`config.mk`:
```
export PLATFORM = sky130hd
export DESIGN_NAME = dmem_port_scheduler_flat
export DESIGN_NICKNAME = d
export VERILOG_FILES = /design/src/rtl/dmem_port_scheduler_pkg.sv /design/src/rtl/dmem_port_scheduler_if.sv /design/src/rtl/rx_buf_ctrl.sv /design/src/rtl/dmem_port_scheduler.sv /design/src/flat_wrapper.sv
export SDC_FILE = /design/constraint.sdc
export NUM_CORES = 1
export LEC_CHECK = 0
export BUFFER_PORTS_ARGS = -buffer_cell sky130_fd_sc_hd__buf_2
export CORE_ASPECT_RATIO = 0.7
export CORE_MARGIN = 5
export CORE_UTILIZATION = 35
export DETAILED_ROUTE_END_ITERATION = 12
export PLACE_DENSITY = 0.66
export SLEW_MARGIN = 20
export SYNTH_ARGS = -nofsm -noshare
export SYNTH_HDL_FRONTEND = slang
export SYNTH_HIERARCHICAL = 1
export SYNTH_SLANG_ARGS = --single-unit
```
`constraint.sdc`:
```
create_clock -name clk -period 6.1 [get_ports clk]
set_input_delay 1.22 -clock clk [delete_from_list [all_inputs] [get_ports clk]]
set_output_delay 1.22 -clock clk [all_outputs]
set_load 0.03 [all_outputs]
```
`src/rtl/dmem_port_scheduler_pkg.sv`:
```
// Shared address map, widths and TX FSM encoding for the data-memory port scheduler.
package dmem_port_scheduler_pkg;

  localparam int unsigned ADDR_W     = 12;
  localparam int unsigned DATA_W     = 32;
  localparam int unsigned BYTE_W     = 8;
  localparam int unsigned BUF_LOG    = 4;
  localparam int unsigned STARVE_LIM = 8;

  localparam logic [ADDR_W-1:0] RX0_BASE = 12'h100;
  localparam logic [ADDR_W-1:0] RX1_BASE = 12'h110;
  localparam logic [ADDR_W-1:0] TX0_ADDR = 12'hFF0;
  localparam logic [ADDR_W-1:0] TX1_ADDR = 12'hFF1;
  localparam logic [ADDR_W-1:0] RP0_ADDR = 12'hFF2;
  localparam logic [ADDR_W-1:0] RP1_ADDR = 12'hFF3;

  typedef enum logic [1:0] {
    T_IDLE  = 2'd0,
    T_WAIT  = 2'd1,
    T_PULSE = 2'd2
  } txState_e;

  // UART bytes land in memory as sign-extended words.
  function automatic logic [DATA_W-1:0] sextByte(input logic [BYTE_W-1:0] b);
    return {{(DATA_W-BYTE_W){b[BYTE_W-1]}}, b};
  endfunction

endpackage

```
`src/rtl/dmem_port_scheduler_if.sv`:
```
// MEM-stage request bus between the CPU pipeline and the port scheduler.
interface dmem_port_scheduler_if;
  import dmem_port_scheduler_pkg::*;

  logic [ADDR_W-1:0] cpu_addr;
  logic              cpu_rd;
  logic              cpu_wr;
  logic [DATA_W-1:0] cpu_wdata;
  logic              cpu_stall;

  modport master (output cpu_addr, cpu_rd, cpu_wr, cpu_wdata, input cpu_stall);
  modport slave  (input cpu_addr, cpu_rd, cpu_wr, cpu_wdata, output cpu_stall);
endinterface

```
`src/rtl/rx_buf_ctrl.sv`:
```
// Per-channel RX circular buffer bookkeeping: pointers, full test, overflow and starvation count.
module rx_buf_ctrl
  import dmem_port_scheduler_pkg::*;
(
  input  logic               clk,
  input  logic               rst,
  input  logic               rxReady,
  input  logic               grant,
  input  logic               rpLoad,
  input  logic [BUF_LOG-1:0] rpVal,
  output logic               req,
  output logic               starve,
  output logic               full,
  output logic               ovf,
  output logic [BUF_LOG-1:0] wptr
);
  localparam int unsigned CNT_W = $clog2(STARVE_LIM + 1);

  logic [BUF_LOG-1:0] rptr;
  logic [CNT_W-1:0]   starveCnt;

  assign req    = rxReady;
  assign starve = rxReady && (starveCnt == CNT_W'(STARVE_LIM));
  assign full   = (wptr + BUF_LOG'(1)) == rptr;

  // A granted byte is always consumed; it is only stored when there is room.
  always_ff @(posedge clk or negedge rst) begin
    if (!rst) begin
      wptr      <= '0;
      rptr      <= '0;
      ovf       <= 1'b0;
      starveCnt <= '0;
    end else begin
      if (grant && !full) wptr <= wptr + BUF_LOG'(1);
      if (rpLoad) rptr <= rpVal;
      if (rpLoad) ovf <= 1'b0;
      else if (grant && full) ovf <= 1'b1;
      if (grant) starveCnt <= '0;
      else if (rxReady && starveCnt != CNT_W'(STARVE_LIM)) starveCnt <= starveCnt + CNT_W'(1);
    end
  end

endmodule

```
`src/rtl/dmem_port_scheduler.sv`:
```
// Arbitrates the single dataMem port among the CPU MEM stage and two UART RX channels,
// and decodes CPU stores to the UART TX and RX read-pointer registers.
module dmem_port_scheduler
  import dmem_port_scheduler_pkg::*;
(
  input  logic                clk,
  input  logic                rst,
  dmem_port_scheduler_if.slave cpu,
  input  logic                rx0_ready,
  input  logic                rx1_ready,
  input  logic [BYTE_W-1:0]   rx0_data,
  input  logic [BYTE_W-1:0]   rx1_data,
  output logic                rx0_clear,
  output logic                rx1_clear,
  input  logic                tx0_busy,
  input  logic                tx1_busy,
  output logic                tx0_en,
  output logic                tx1_en,
  output logic [BYTE_W-1:0]   tx_data,
  output logic [ADDR_W-1:0]   mem_addr,
  output logic [DATA_W-1:0]   mem_wdata,
  output logic                mem_wren,
  output logic                mem_rden,
  output logic [BUF_LOG-1:0]  rx0_wptr,
  output logic [BUF_LOG-1:0]  rx1_wptr,
  output logic                ovf0,
  output logic                ovf1
);
  txState_e state;
  logic     txCh, rrFav;
  logic     cpuRd, cpuWr, rdy0, rdy1;
  logic     isTx0, isTx1, isRp0, isRp1, cpuMem, txStore, txAccept;
  logic     req0, req1, starve0, starve1, full0, full1, starveAny;
  logic     grant0, grant1, txBusyTgt, txBusyNew;

  // Holding reset forces every combinational output low regardless of inputs.
  assign cpuRd = cpu.cpu_rd & rst;
  assign cpuWr = cpu.cpu_wr & rst;
  assign rdy0  = rx0_ready & rst;
  assign rdy1  = rx1_ready & rst;

  assign isTx0     = cpu.cpu_addr == TX0_ADDR;
  assign isTx1     = cpu.cpu_addr == TX1_ADDR;
  assign isRp0     = cpu.cpu_addr == RP0_ADDR;
  assign isRp1     = cpu.cpu_addr == RP1_ADDR;
  assign cpuMem    = (cpuRd | cpuWr) & ~(isTx0 | isTx1 | isRp0 | isRp1);
  assign txStore   = cpuWr & (isTx0 | isTx1);
  assign starveAny = starve0 | starve1;
  assign txAccept  = (state == T_IDLE) & txStore & ~starveAny;
  assign txBusyTgt = txCh  ? tx1_busy : tx0_busy;
  assign txBusyNew = isTx1 ? tx1_busy : tx0_busy;

  assign cpu.cpu_stall = starveAny
                       | ((state == T_WAIT)  & txBusyTgt)
                       | ((state == T_PULSE) & txStore)
                       | ((state == T_IDLE)  & txStore & txBusyNew);

  rx_buf_ctrl rxBuf0 (
    .clk(clk), .rst(rst), .rxReady(rdy0), .grant(grant0),
    .rpLoad(cpuWr & isRp0 & ~starveAny), .rpVal(cpu.cpu_wdata[BUF_LOG-1:0]),
    .req(req0), .starve(starve0), .full(full0), .ovf(ovf0), .wptr(rx0_wptr)
  );

  rx_buf_ctrl rxBuf1 (
    .clk(clk), .rst(rst), .rxReady(rdy1), .grant(grant1),
    .rpLoad(cpuWr & isRp1 & ~starveAny), .rpVal(cpu.cpu_wdata[BUF_LOG-1:0]),
    .req(req1), .starve(starve1), .full(full1), .ovf(ovf1), .wptr(rx1_wptr)
  );

  // Starving channels pre-empt the CPU; otherwise RX only gets idle memory cycles.
  always_comb begin
    grant0 = 1'b0;
    grant1 = 1'b0;
    if (starveAny) begin
      if (starve0 && starve1) begin
        grant0 = ~rrFav;
        grant1 = rrFav;
      end else begin
        grant0 = starve0;
        grant1 = starve1;
      end
    end else if (!cpuMem) begin
      if (req0 && req1) begin
        grant0 = ~rrFav;
        grant1 = rrFav;
      end else begin
        grant0 = req0;
        grant1 = req1;
      end
    end
  end

  always_comb begin
    mem_addr  = '0;
    mem_wdata = '0;
    mem_wren  = 1'b0;
    mem_rden  = 1'b0;
    if (grant0) begin
      mem_addr  = RX0_BASE + ADDR_W'(rx0_wptr);
      mem_wdata = sextByte(rx0_data);
      mem_wren  = ~full0;
    end else if (grant1) begin
      mem_addr  = RX1_BASE + ADDR_W'(rx1_wptr);
      mem_wdata = sextByte(rx1_data);
      mem_wren  = ~full1;
    end else if (cpuMem) begin
      mem_addr  = cpu.cpu_addr;
      mem_wdata = cpu.cpu_wdata;
      mem_wren  = cpuWr;
      mem_rden  = cpuRd;
    end
  end

  assign rx0_clear = grant0;
  assign rx1_clear = grant1;

  // After a contended grant the other channel is favoured next time.
  always_ff @(posedge clk or negedge rst) begin
    if (!rst) rrFav <= 1'b0;
    else if (req0 && req1 && (grant0 || grant1)) rrFav <= grant0;
  end

  always_ff @(posedge clk or negedge rst) begin
    if (!rst) begin
      state   <= T_IDLE;
      txCh    <= 1'b0;
      tx_data <= '0;
      tx0_en  <= 1'b0;
      tx1_en  <= 1'b0;
    end else begin
      tx0_en <= 1'b0;
      tx1_en <= 1'b0;
      unique case (state)
        T_IDLE: begin
          if (txAccept) begin
            tx_data <= cpu.cpu_wdata[BYTE_W-1:0];
            txCh    <= isTx1;
            if (txBusyNew) begin
              state <= T_WAIT;
            end else begin
              state  <= T_PULSE;
              tx0_en <= ~isTx1;
              tx1_en <= isTx1;
            end
          end
        end
        T_WAIT: begin
          if (!txBusyTgt) begin
            state  <= T_PULSE;
            tx0_en <= ~txCh;
            tx1_en <= txCh;
          end
        end
        T_PULSE: state <= T_IDLE;
        default: state <= T_IDLE;
      endcase
    end
  end

endmodule

```
`src/flat_wrapper.sv`:
```
// flat-port wrapper written by rule: the top's interface ports become plain ports
module dmem_port_scheduler_flat import dmem_port_scheduler_pkg::*;
  (clk, rst, rx0_ready, rx1_ready, rx0_data, rx1_data, rx0_clear, rx1_clear, tx0_busy, tx1_busy, tx0_en, tx1_en, tx_data, mem_addr, mem_wdata, mem_wren, mem_rden, rx0_wptr, rx1_wptr, ovf0, ovf1, cpu_cpu_addr, cpu_cpu_rd, cpu_cpu_wr, cpu_cpu_wdata, cpu_cpu_stall);
  dmem_port_scheduler_if cpu_i ();
  input  logic clk;
  input  logic rst;
  input  logic rx0_ready;
  input  logic rx1_ready;
  input  logic [BYTE_W-1:0] rx0_data;
  input  logic [BYTE_W-1:0] rx1_data;
  output logic rx0_clear;
  output logic rx1_clear;
  input  logic tx0_busy;
  input  logic tx1_busy;
  output logic tx0_en;
  output logic tx1_en;
  output logic [BYTE_W-1:0] tx_data;
  output logic [ADDR_W-1:0] mem_addr;
  output logic [DATA_W-1:0] mem_wdata;
  output logic mem_wren;
  output logic mem_rden;
  output logic [BUF_LOG-1:0] rx0_wptr;
  output logic [BUF_LOG-1:0] rx1_wptr;
  output logic ovf0;
  output logic ovf1;
  input wire logic [$bits(cpu_i.cpu_addr)-1:0] cpu_cpu_addr;
  input wire logic [$bits(cpu_i.cpu_rd)-1:0] cpu_cpu_rd;
  input wire logic [$bits(cpu_i.cpu_wr)-1:0] cpu_cpu_wr;
  input wire logic [$bits(cpu_i.cpu_wdata)-1:0] cpu_cpu_wdata;
  output wire logic [$bits(cpu_i.cpu_stall)-1:0] cpu_cpu_stall;
  assign cpu_i.cpu_addr = cpu_cpu_addr;
  assign cpu_i.cpu_rd = cpu_cpu_rd;
  assign cpu_i.cpu_wr = cpu_cpu_wr;
  assign cpu_i.cpu_wdata = cpu_cpu_wdata;
  assign cpu_cpu_stall = cpu_i.cpu_stall;
  dmem_port_scheduler u_core (.clk(clk), .rst(rst), .cpu(cpu_i), .rx0_ready(rx0_ready), .rx1_ready(rx1_ready), .rx0_data(rx0_data), .rx1_data(rx1_data), .rx0_clear(rx0_clear), .rx1_clear(rx1_clear), .tx0_busy(tx0_busy), .tx1_busy(tx1_busy), .tx0_en(tx0_en), .tx1_en(tx1_en), .tx_data(tx_data), .mem_addr(mem_addr), .mem_wdata(mem_wdata), .mem_wren(mem_wren), .mem_rden(mem_rden), .rx0_wptr(rx0_wptr), .rx1_wptr(rx1_wptr), .ovf0(ovf0), .ovf1(ovf1));
endmodule
```
Yosys cells after proc, flatten, opt, wreduce, memory -nomap -nowiden
Index checks and enable logic that the tools add are counted.
Widths: inputs -> output; s select.
{ "totals": {"word_cells": 127, "in_bits": 68, "register_bits": 40, "out_inout_bits": 69} }
{ "classes": {"n_addsub": 6, "reduce_logical": 21, "muxes": 42, "bitwise": 30, "eq_ne": 14} }
{ "ops": {"columns": ["op", "n"], "rows": [
  ["$mux 32", 3],
  ["$eq 12x12->1 const B", 4],
  ["$mux 12", 3],
  ["$mux 1", 26],
  ["$add 9x4->10 const A", 2],
  ["$add 4x1->4 const B", 4],
  ["$mux 4", 4],
  ["$and 1x1->1", 15],
  ["$logic_and 1x1->1", 11],
  ["$eq 4x4->1", 2],
  ["$eq 4x4->1 const B", 2],
  ["$ne 4x4->1 const B", 2],
  ["$or 1x1->1", 8],
  ["$reduce_bool 2->1", 4],
  ["$not 1->1", 7],
  ["$mux 2", 3],
  ["$pmux 1 s2", 2],
  ["$pmux 2 s2", 1],
  ["$reduce_and 2->1", 2],
  ["$eq 2x1->1 const B", 1],
  ["$eq 2x2->1 const B", 1],
  ["$logic_not 1->1", 2],
  ["$logic_not 2->1", 1],
  ["$ne 2x1->1 const B", 1],
  ["2 further kinds", 2]
]} }

Longest topological paths before layout
{ "depth": {"depth_word": 11, "mapped_depth": 14, "depth_no_buf": 12} }

Hierarchy
The synthesis kept the hierarchy.
{ "modules_own_cells": {"columns": ["module", "area_each_um2", "instances", "cells_per_inst", "seq_area_each_um2"], "rows": [
  ["dmem_port_scheduler", 1687.9, 1, 228, 350.3],
  ["rx_buf_ctrl", 699.4, 2, 63, 325.3]
]} }

Worst setup path before layout
Ideal clock, no wire load.
{ "synth_path": {"path_kind": "input to output", "from": "in rx0_ready", "to": "out mem_wdata[10]", "cell_stages": 7, "required_time_ns": 4.880, "arrival_ns": 3.244, "n_path_buf": 1, "slack_ns": 1.636, "path_cell_list": "and2_1 nor3b_1 nand2b_1 a21o_2 o2111ai_1 clkbuf_1 nand3_1"} }
{ "synth_via": {"elab_chain_cells": 7, "elab_cells_between_ends": 15, "classes_between": "mux: 10; bitwise: 2; reduce/logical: 3"} }
{ "synth_lines": {"columns": ["element", "line", "text"], "rows": [
  ["start, declared", "flat_wrapper.sv:7", "input logic rx0_ready;"],
  ["$and 1x1->1 (*)", "dmem_port_scheduler.sv:39", "assign rdy0 = rx0_ready & rst;"],
  ["$logic_and 1x1->1 (*)", "rx_buf_ctrl.sv:23", "assign starve = rxReady && (starveCnt == CNT_W'(STARVE_LIM));"],
  ["via u_core.starve0", "dmem_port_scheduler.sv:33", "logic req0, req1, starve0, starve1, full0, full1, starveAny;"],
  ["$logic_and 1x1->1", "dmem_port_scheduler.sv:75", "if (starve0 && starve1) begin"],
  ["$mux 1", "dmem_port_scheduler.sv:75", null],
  ["$mux 1", "dmem_port_scheduler.sv:74", "if (starveAny) begin"],
  ["$mux 32", "dmem_port_scheduler.sv:102", "end else if (grant1) begin"],
  ["$mux 32 (*)", "dmem_port_scheduler.sv:98", "if (grant0) begin"],
  ["end, declared", "flat_wrapper.sv:19", "output logic [DATA_W-1:0] mem_wdata;"]
]} }
The timed path passes the listed nets; every way through them passes the cells marked *.

Final worst setup path
{ "layout_path": {"from": "in rst", "to": "out mem_wdata[21]"} }
{ "layout_via": {"elab_chain_cells": 7, "elab_cells_between_ends": 22, "classes_between": "mux: 11; bitwise: 7; reduce/logical: 4"} }
{ "layout_lines": {"columns": ["element", "line", "text"], "rows": [
  ["start, declared", "flat_wrapper.sv:6", "input logic rst;"],
  ["$and 1x1->1 (*)", "dmem_port_scheduler.sv:39", null],
  ["via u_core.rdy0", "dmem_port_scheduler.sv:31", "logic cpuRd, cpuWr, rdy0, rdy1;"],
  ["$logic_and 1x1->1 (*)", "rx_buf_ctrl.sv:23", null],
  ["via u_core.starve0", "dmem_port_scheduler.sv:33", null],
  ["$logic_and 1x1->1", "dmem_port_scheduler.sv:75", null],
  ["$mux 1", "dmem_port_scheduler.sv:75", null],
  ["$mux 1", "dmem_port_scheduler.sv:74", null],
  ["$mux 32", "dmem_port_scheduler.sv:102", null],
  ["$mux 32 (*)", "dmem_port_scheduler.sv:98", null]
]} }
Marked as above.

==> reports/results.tsv <==
stage	metric	value	unit
outcome	status	finished clean	
pwr	leak pwr	0.002095	uW
synth	Syn Nets	428	
synth	Async SR Flop Fraction	1.000	
setup_path	r2r setup slk	2.61	ns
cells_and_area	area occupied by multi-input gates	0.001922	mm2
synth	sequential area share after synthesis	0.3243	
floorplanning	die height	88.57	um
grt	vias in the first global route	3042	
setup_path	Arr. time, crit path	4.21	ns
synth	cell taking the most area after synthesis	dfrtp_1	
grt	GRT overflow	0	
cts	CTS clk-pin slew, worst paths	0.06	ns
setup_path	R2R Path End	u_core/rxBuf0/wptr[3]	
cts	CTS max path bufs	2	
detailed_routing	total number of vias	3295	
floorplanning	area of the die	0.01083	mm2
setup_path	crit path launch type	input port	
cts	Skew-Pair Late Insertion Delay	0.29	ns
setup_path	Top delay family on crit path	simple AND/OR/NAND/NOR gates	
min_path	Hold EP	u_core/rxBuf1/ovf	
placed_design	PortBufs	136	
grt	initial antenna violation count	0	
timing	Max Clock Skew	0.006911	ns
floorplanning	Starting Density	0.3626	
setup_path	most frequent CP cell	buf_2	
timing	Final WS setup	0.6696	ns
timing	count of final setup violators	0	
cts	total CTS buffers	5	
cells_and_area	Antenna Cells	0	
grt	total track usage	0.1861	
synth	most instantiated cells after synthesis	63 x nand3_1, 40 x dfrtp_1, 23 x nand2_1	
setup_path	critical path required time	4.88	ns
detailed_routing	routed length per placed instance	17.78	um
timing	post-route clock period utilization	0.8902	
timing	unrepaired setup endpoints after global routing	no	
synth	number of flops mapped to enable cells by yosys	0	
pwr	worst vdd ir	255.0	uV
min_path	hold path startpoint	u_core/rxBuf1/ovf	
placed_design	GPL Wtd Cong	0.8573	
timing	post-route setup TNS	0	ns
run	# Max-Cap Violations	0	
setup_path	Register-to-Register Path Depth	11	
setup_path	CP max stage cell	o2111ai_2	
cts	Post-CTS Hold Buffers	0	
grt	first-pass GRT wire length	15860	um
detailed_routing	drt drc	0	
timing	Slew Limit Fails	0	
setup_path	CP bufs+invs	2	
setup_path	CP max stage delay	0.83	ns
timing	worst slew pin tran	1.028	ns
cells_and_area	final core utilization	0.4730	
synth	synth top area cells	dfrtp_1 32%, nand3_1 10%, mux2_4 5.4%, o2111ai_1 3.4%, mux2_2 2.9%	
synth	YS warnings	6	
floorplanning	core area	0.008513	mm2
timing	worst relative slew slack	0.3149	
cts	CTS-repair resized insts	0	
synth	Synth top area share	0.3243	
cells_and_area	layout cells sized above 1	0.3849	
cts	H-tree depth	2	
synth	Yosys cell types	53	
detailed_routing	Detailed Routing Iterations Pass 1	5	
min_path	hold crit path type	reg2reg	
floorplanning	Ports	137	
detailed_routing	drt total wl	10640	um
cts	Post CTS Setup Buffer Count	0	
min_path	Worst Hold Depth	1	
synth	Syn Inst Count	354	
synth	Cell Area, Synth	0.003087	mm2
cells_and_area	Layout area overhead	30.44	%
cts	TritonCTS clock tree	yes	
setup_path	CP endpoint kind	output port	
setup_path	FF-to-FF Start	u_core/rxBuf0/starveCnt[0]	
synth	ys flop type	dfrtp_1	
cts	Root Buffer	clkbuf_16	
detailed_routing	post-route ant nets	0	
timing	final critical-path required period	5.430	ns
floorplanning	num rows	28	
synth	top-count cell post-synth	nand3_1	
placed_design	pre-CTS setup slack	0.8384	ns
timing	Hold Fails Final Rpt	0	
cells_and_area	Filler cells	837	
setup_path	CP Max Fanout	25	
cts	clock tree sinks	40	
setup_path	Setup CP Type	in2out	
setup_path	worst path cell trace	buf_2 -> and2_1 -> nor3b_1 -> nand2b_1 -> a21o_2 -> o2111ai_2 -> nand3_1 -> buf_2	
grt	largest net degree at the start of global routing	45	
detailed_routing	DRT iter0 DRCs	232	
floorplanning	Die W	122.2	um
detailed_routing	mean number of vias per cell	5.510	
timing	Highest Clock Rate	184.1	MHz
cells_and_area	Post-layout nets	551	
synth	#FFs+latches synth	40	
cells_and_area	FF/Latch Area	0.001001	mm2
placed_design	hpwl dp	8162	um
synth	Mean Syn Cell Area	8.720	um2
pwr	PwrDens	306.1	mW/mm2
[routing by layer]
metal / GRT usage / vias to the layer above / share of wire
li1: - / 1575 / -
met2: 0.2777 / 142 / 0.44
met3: 0.04792 / 13 / 0.087
met5: 0 / - / 0
met1: 0.2708 / 1565 / 0.46
met4: 0.04268 / 0 / 0.014
[layout make-up]
class	instances	area share
clock buffers	5	0.03108
clock inverters	3	0.01150
inverters	15	0.01398
multi-input cells	273	0.4773
flip-flops and latches	40	0.2486
well taps	120	0.03729
repair buffers	142	0.1802
[through the flow]
step,instances,hold slack [ns],power [uW],cell area (um2)
CTS,598,0.5112,1236,4021
floorplan,354,0.4768,765.0,3087
finish,598,0.5070,1232,4026
detailed placement,590,0.4907,926.3,3850
global placement,590,0.4927,915.3,3850
global route,598,0.5248,1303,4026
[cell families (layout without fill, tap and decap cells)]
| family | after synthesis | after routing | share of synthesized area |
|---|---|---|---|
| AO/OA/AOI/OAI | 77 | 77 | 0.1905 |
| XOR/XNOR | 18 | 18 | 0.05999 |
| adder cells (fa/ha/maj) | 6 | 6 | 0.02432 |
| AND/OR/NAND/NOR | 149 | 149 | 0.2477 |
| multiplexers | 23 | 23 | 0.09566 |
| flip-flops | 40 | 40 | 0.3243 |
| buffers and inverters | 41 | 165 | 0.05756 |
[cell usage in the layout, fill, tap and decap left out, types with 3 or more instances in the layout]
master	n
buf_2	136
nand3_1	63
dfrtp_1	40
nand2_1	23
nor2_1	17
inv_1	15
a211oi_1	11
o2111ai_1	11
mux2_4	11
a31oi_1	10
mux2_2	8
xor2_1	8
xnor2_1	8
nand4_1	7
and3_1	7
nor3_1	6
o21ai_0	6
buf_4	6
ha_1	6
clkbuf_16	5
o211ai_1	5
nand2b_1	4
nor4_1	4
o31ai_1	4
a21oi_1	4
mux2i_1	4
and2_1	4
a21o_2	3
a32oi_1	3
a2bb2oi_1	3
[worst register-to-register path, delay by kind of cell (launching register included)]
| kind | cells | cell delay [ns] |
|---|---|---|
| buffers and inverters | 3 | 0.66 |
| AND/OR/NAND/NOR | 3 | 1.07 |
| flip-flops | 1 | 0.40 |
| AO/OA/AOI/OAI | 4 | 1.09 |
| adder cells (fa/ha/maj) | 1 | 0.15 |
[state kept, by name, indices dropped and copies added (netlist names)]
name and flops:
u_core/tx_data 8, u_core/rxBuf0/rptr 4, u_core/rxBuf0/starveCnt 4, u_core/rxBuf0/wptr 4, u_core/rxBuf1/rptr 4, u_core/rxBuf1/starveCnt 4
u_core/rxBuf1/wptr 4, u_core/state 2, u_core/rrFav 1, u_core/rxBuf0/ovf 1, u_core/rxBuf1/ovf 1, u_core/tx0_en 1
u_core/tx1_en 1, u_core/txCh 1
[where the power goes]
part           internal (uW)  switching [uW]  total [uW]
registers                318            77.7         396
clock network            194             112         307
logic                    200             330         530
total                    712             520        1230
[worst max-delay path by stage]
| stage | from | end | slack, ns | cells past startpoint |
|---|---|---|---|---|
| finish | rst | mem_wdata[21] | 0.67 | 8 |
| global route | rst | mem_wdata[17] | 0.31 | 8 |
| CTS | rst | mem_wdata[21] | 0.82 | 8 |
| detailed placement | rst | mem_wdata[21] | 0.84 | 8 |
| global placement | rst | mem_wdata[7] | 1.06 | 8 |
| floorplan | rx0_ready | mem_wdata[10] | 1.64 | 7 |
Note: power is estimated with default switching activity, not from simulation.
